$ cat src/rtl/rd_pkg.sv
// rd_pkg: shared tracker encodings, cycle-counter width and saturating increment
package rd_pkg;
  typedef enum logic {IDLE = 1'b0, ACTIVE = 1'b1} trk_state_e;
  localparam int CW = 4;
  localparam logic [CW-1:0] CYC_MAX = '1;
  function automatic logic [CW-1:0] sat_inc(input logic [CW-1:0] v);
    return (v == CYC_MAX) ? v : v + 1'b1;
  endfunction
endpackage

$ cat src/rtl/sync_fifo.sv
// sync_fifo: single-clock FIFO with combinational head read and push-while-full-with-pop support
module sync_fifo #(
  parameter int W = 12,
  parameter int DEPTH = 4
) (
  input  logic         clk,
  input  logic         rst,
  input  logic         push_i,
  input  logic         pop_i,
  input  logic [W-1:0] din_i,
  output logic [W-1:0] dout_o,
  output logic         valid_o,
  output logic         full_o,
  output logic         drop_o
);
  localparam int AW = $clog2(DEPTH);
  logic [W-1:0] mem_q [DEPTH];
  logic [AW-1:0] wr_ptr_q, rd_ptr_q;
  logic [AW:0] cnt_q, cnt_d;
  logic pop_ok, push_ok;
  // Pop only when non-empty; a pop frees the slot a full-FIFO push needs
  always_comb begin
    valid_o = cnt_q != '0;
    full_o = cnt_q == (AW+1)'(DEPTH);
    pop_ok = pop_i & valid_o;
    push_ok = push_i & (~full_o | pop_ok);
    drop_o = push_i & ~push_ok;
    cnt_d = cnt_q + (AW+1)'(push_ok) - (AW+1)'(pop_ok);
    dout_o = mem_q[rd_ptr_q];
  end
  // Pointers wrap naturally at DEPTH (power of two)
  always_ff @(posedge clk) begin
    if (rst) begin
      wr_ptr_q <= '0;
      rd_ptr_q <= '0;
      cnt_q <= '0;
    end else begin
      wr_ptr_q <= wr_ptr_q + AW'(push_ok);
      rd_ptr_q <= rd_ptr_q + AW'(pop_ok);
      cnt_q <= cnt_d;
    end
  end
  // Storage needs no reset; occupancy alone decides validity
  always_ff @(posedge clk) begin
    if (push_ok) mem_q[wr_ptr_q] <= din_i;
  end
endmodule

$ cat src/rtl/rd_capture_buf.sv
// rd_capture_buf: times read transactions in rd cycles and buffers {rdata, cycles} on each ds
module rd_capture_buf
  import rd_pkg::*;
#(
  parameter int DW = 8,
  parameter int DEPTH = 4
) (
  input  logic          clk,
  input  logic          rst,
  input  logic          rd,
  input  logic          ds,
  input  logic [DW-1:0] rdata,
  input  logic          out_ready,
  input  logic          clr,
  output logic          out_valid,
  output logic [DW-1:0] out_data,
  output logic [CW-1:0] out_cyc,
  output logic          full,
  output logic          ovf,
  output logic          perr
);
  trk_state_e state_q, state_d;
  logic [CW-1:0] cnt_q, cnt_d, base, cyc_push;
  logic ovf_q, perr_q, perr_set, drop;
  logic [DW+CW-1:0] head;
  // The pushed count includes the ds cycle itself when rd is also high
  always_comb begin
    base = (state_q == ACTIVE) ? cnt_q : '0;
    cyc_push = rd ? sat_inc(base) : base;
    state_d = ds ? IDLE : (rd ? ACTIVE : state_q);
    cnt_d = ds ? '0 : (rd ? sat_inc(base) : cnt_q);
    perr_set = ds & ~rd & (state_q == IDLE);
  end
  // Tracker state, counter and sticky flags; a set beats a same-cycle clr
  always_ff @(posedge clk) begin
    if (rst) begin
      state_q <= IDLE;
      cnt_q <= '0;
      ovf_q <= 1'b0;
      perr_q <= 1'b0;
    end else begin
      state_q <= state_d;
      cnt_q <= cnt_d;
      ovf_q <= drop | (ovf_q & ~clr);
      perr_q <= perr_set | (perr_q & ~clr);
    end
  end
  sync_fifo #(.W(DW + CW), .DEPTH(DEPTH)) u_fifo (
    .clk(clk),
    .rst(rst),
    .push_i(ds),
    .pop_i(out_ready),
    .din_i({rdata, cyc_push}),
    .dout_o(head),
    .valid_o(out_valid),
    .full_o(full),
    .drop_o(drop)
  );
  assign out_data = head[DW+CW-1:CW];
  assign out_cyc = head[CW-1:0];
  assign ovf = ovf_q;
  assign perr = perr_q;
endmodule

$ cat config.mk
export PLATFORM = sky130hd
export DESIGN_NAME = rd_capture_buf
export DESIGN_NICKNAME = d
export VERILOG_FILES = /design/src/rtl/rd_pkg.sv /design/src/rtl/sync_fifo.sv /design/src/rtl/rd_capture_buf.sv
export SDC_FILE = /design/constraint.sdc
export NUM_CORES = 1
export LEC_CHECK = 0
export CORE_MARGIN = 2
export CORE_UTILIZATION = 50
export DETAILED_ROUTE_END_ITERATION = 12
export PLACE_DENSITY = 0.73
export SYNTH_ARGS = -nofsm -noshare
export SYNTH_HDL_FRONTEND = slang
export SYNTH_SLANG_ARGS = --single-unit
export TNS_END_PERCENT = 1
$ cat constraint.sdc
create_clock -name clk -period 5.5 [get_ports clk]
set_input_delay 1.65 -clock clk [delete_from_list [all_inputs] [get_ports clk]]
set_output_delay 1.65 -clock clk [all_outputs]
set_load 0.01 [all_outputs]
==> impl_metrics.env <==
export IMPL_ir_worst_vdd_mv=0.181
export IMPL_worst_clock_skew_ns=0.00862
export IMPL_reg2reg_from="u_fifo.cnt_q[1]"
export IMPL_drv_cap=0
export IMPL_n_antenna_cell=0
export IMPL_hold_path_end="cnt_q[0]"
export IMPL_synthTopCellsByArea="edfxtp_1, dfxtp_1, mux4_2, ha_1, nor2_1"
export IMPL_highest_layer="met4"
export IMPL_synthDistinctLibCells=33
export IMPL_synthTopCellsByCount="edfxtp_1, dfxtp_1, mux4_2"
export IMPL_rows=25
export IMPL_post_cts_buffers=0
export IMPL_cpMaxStageDelayCell="dfxtp_1"
export IMPL_cts_max_level=3
export IMPL_final_min_clock_period_ns=3.95
export IMPL_syn_inst=148
export IMPL_whs_path_depth=2
export IMPL_ff2ff_path_depth=10
export IMPL_drtIter0Drc=70
export IMPL_vias_per_cell=5.21
export IMPL_critPathMaxStageDelay_ns=0.87
export IMPL_clockPowerShare_pct=26.1
export IMPL_nFillCells=356
export IMPL_drc=0
export IMPL_drtPass1Iterations=4
export IMPL_crit_arrival_ns=2.30
export IMPL_synth_most_common_cell="edfxtp_1"
export IMPL_rrSetupSlack_ns=3.10
export IMPL_reg2reg_to="u_fifo.cnt_q[2]"
export IMPL_start_util_pct=52.4
export IMPL_seqPwrFrac_pct=49.9
export IMPL_status="finished clean"
export IMPL_hpwl_mm=2.76
export IMPL_cell_internal_pwr_uw=894
export IMPL_syn_area_per_cell_um2=16.8
export IMPL_slew_violations=0
export IMPL_antenna_found_initial=0
export IMPL_area_growth_pct=20.4
export IMPL_fin_total_pwr_mw=1.21
export IMPL_finalCritPeriodShare_pct=71.8
export IMPL_power_density_mw_per_mm2=403
export IMPL_grt_overflow=0
export IMPL_clockBufferDepth=2
export IMPL_grt_pass1_wl_mm=6.64
export IMPL_slew_headroom_pct=29.9
export IMPL_min_path_type="reg -> reg"
export IMPL_dieArea_mm2=0.00556
export IMPL_place_congestion=0.740
export IMPL_syn_area_mm2=0.00249
export IMPL_drt_total_wl_mm=4.06
export IMPL_cts_root_buf="clkbuf_8"
export IMPL_grt_pass1_vias=1426
export IMPL_clk_latency_ns=0.32
export IMPL_critPathMaxFanout=13
export IMPL_fin_nets=203
export IMPL_wl_met3_um=151
export IMPL_cp_start_kind="flip-flop"
export IMPL_synth_nets=168
export IMPL_wl_met2_mm=2.08
export IMPL_yosys_area_top_type_share_pct=57.9
export IMPL_grt_max_degree=15
export IMPL_dieWidth_um=74.6
export IMPL_die_h_um=74.6
export IMPL_share_comb_of_total_power_pct=24.0
export IMPL_routedWlPerCell_um=15.9
export IMPL_grt_setup_unrepaired="false"
export IMPL_synth_edff_count=48
export IMPL_synth_seq_cells=62
export IMPL_max_clock_freq_mhz=253
export IMPL_cts_sinks=62
export IMPL_hold_worst_slack_ns=0.524
export IMPL_final_antenna_net_count=0
export IMPL_setup_tns_ns=0
export IMPL_cts_resized=0
export IMPL_core_area_mm2=0.00475
export IMPL_num_vias=1329
export IMPL_drive_gt1_share_pct=16.5
export IMPL_synth_top_flop_cell="edfxtp_1"
export IMPL_tritoncts="done"
export IMPL_fin_util_pct=63.0
export IMPL_synth_warnings=0
export IMPL_cts_hold_buf=0
export IMPL_finalHoldViolCount=0
export IMPL_ios=30
export IMPL_sw_frac_of_total_pct=26.0
export IMPL_ys_async_sr_fraction_pct=0
export IMPL_cts_made_buffers=9
export IMPL_switchingPower_uw=314
export IMPL_max_slew_worst_pin_slew_ns=1.05
export IMPL_crit_type="reg -> out"
export IMPL_crit_chain="mux4_2 -> clkdlybuf4s50_1"
export IMPL_cts_clk_slew_worst_paths_ns=0.06
export IMPL_synth_seq_area_share_pct=69.1
export IMPL_setup_viol=0
export IMPL_synth_area_leader_cell="edfxtp_1"
export IMPL_portBuffers=29
export IMPL_hp_start="cnt_q[0]"
export IMPL_wl_met1_mm=1.80
export IMPL_endpoint_kind="primary output"
export IMPL_grt_use_total_pct=17.0
export IMPL_p_leak_nw=1.02
export IMPL_cp_required_ns=3.85
[final cells by class]
| cell class | instances | area, um2 | area share, % |
|---|---|---|---|
| inverter | 5 | 18.8 | 0.626 |
| timing repair buffer | 29 | 290 | 9.69 |
| tap | 67 | 83.8 | 2.80 |
| clock inverter | 3 | 15.0 | 0.501 |
| multi-input combinational | 76 | 728 | 24.3 |
| sequential | 62 | 1720 | 57.5 |
| clock buffer | 13 | 139 | 4.63 |
[critical path, delay by kind of cell, from the launching register on]
| kind | cells | cell delay (ns) |
|---|---|---|
| flops | 1 | 0.87 |
| mux | 1 | 0.61 |
| buf+inv | 1 | 0.50 |
[cells by family after synthesis]
kind of cell / share of synthesized area (%)
AOI/OAI and AO/OA: 2.97
xor gates and xnor gates: 1.06
adders and majority gates: 3.32
buffers and inverters: 2.21
DFF: 69.1
muxes: 11.7
and+or+nand+nor: 9.65
[per-stage QoR]
stage	area, um2	setup WS, ns	instances
after global placement	2840	1.81	239
final	3000	1.55	255
after global routing	3000	1.33	255
after floorplan	2490	2.23	148
after CTS	3000	1.45	255
after detailed placement	2840	1.76	239
[layout by cell type, fill, tap and decap left out, types with 4 or more instances in the layout]
cell type / count
nor2b_1: 5
a21oi_1: 4
edfxtp_1: 48
ha_1: 5
nor2_1: 11
mux4_2: 12
and2_1: 4
dfxtp_1: 14
clkbuf_8: 9
clkbuf_1: 4
inv_1: 4
clkdlybuf4s50_1: 29
[layer usage]
layer | up-vias | track usage [%]
met5 | - | 0
met4 | 0 | 7.74
met3 | 2 | 6.23
met2 | 29 | 27.3
met1 | 657 | 20.7
li1 | 641 | -
[worst max path at each step]
stage	slack, ns	end	start
after floorplan	2.23	u_fifo.mem_q[1][0]	out_ready
after global placement	1.81	u_fifo.mem_q[0][9]	out_ready
after detailed placement	1.76	u_fifo.mem_q[2][7]	ds
after CTS	1.45	out_cyc[0]	u_fifo.rd_ptr_q[0]
after global routing	1.33	out_cyc[0]	u_fifo.rd_ptr_q[0]
final	1.55	out_cyc[0]	u_fifo.rd_ptr_q[0]
[flip-flops by register name, indices dropped and copies added, names as in the netlist]
name             flops
u_fifo.wr_ptr_q      2
u_fifo.rd_ptr_q      2
u_fifo.cnt_q         3
ovf                  1
state_q              1
perr                 1
cnt_q                4
u_fifo.mem_q        48
[power groups by stage]
stage                     registers (mW)  clock network (mW)  logic, mW
after floorplan                    0.583                   0      0.193
after global placement             0.611                   0      0.284
after detailed placement           0.615                   0      0.296
after CTS                          0.605               0.325      0.296
after global routing               0.614               0.348      0.319
final                              0.602               0.316      0.290
(Power assumes the default switching activity.)
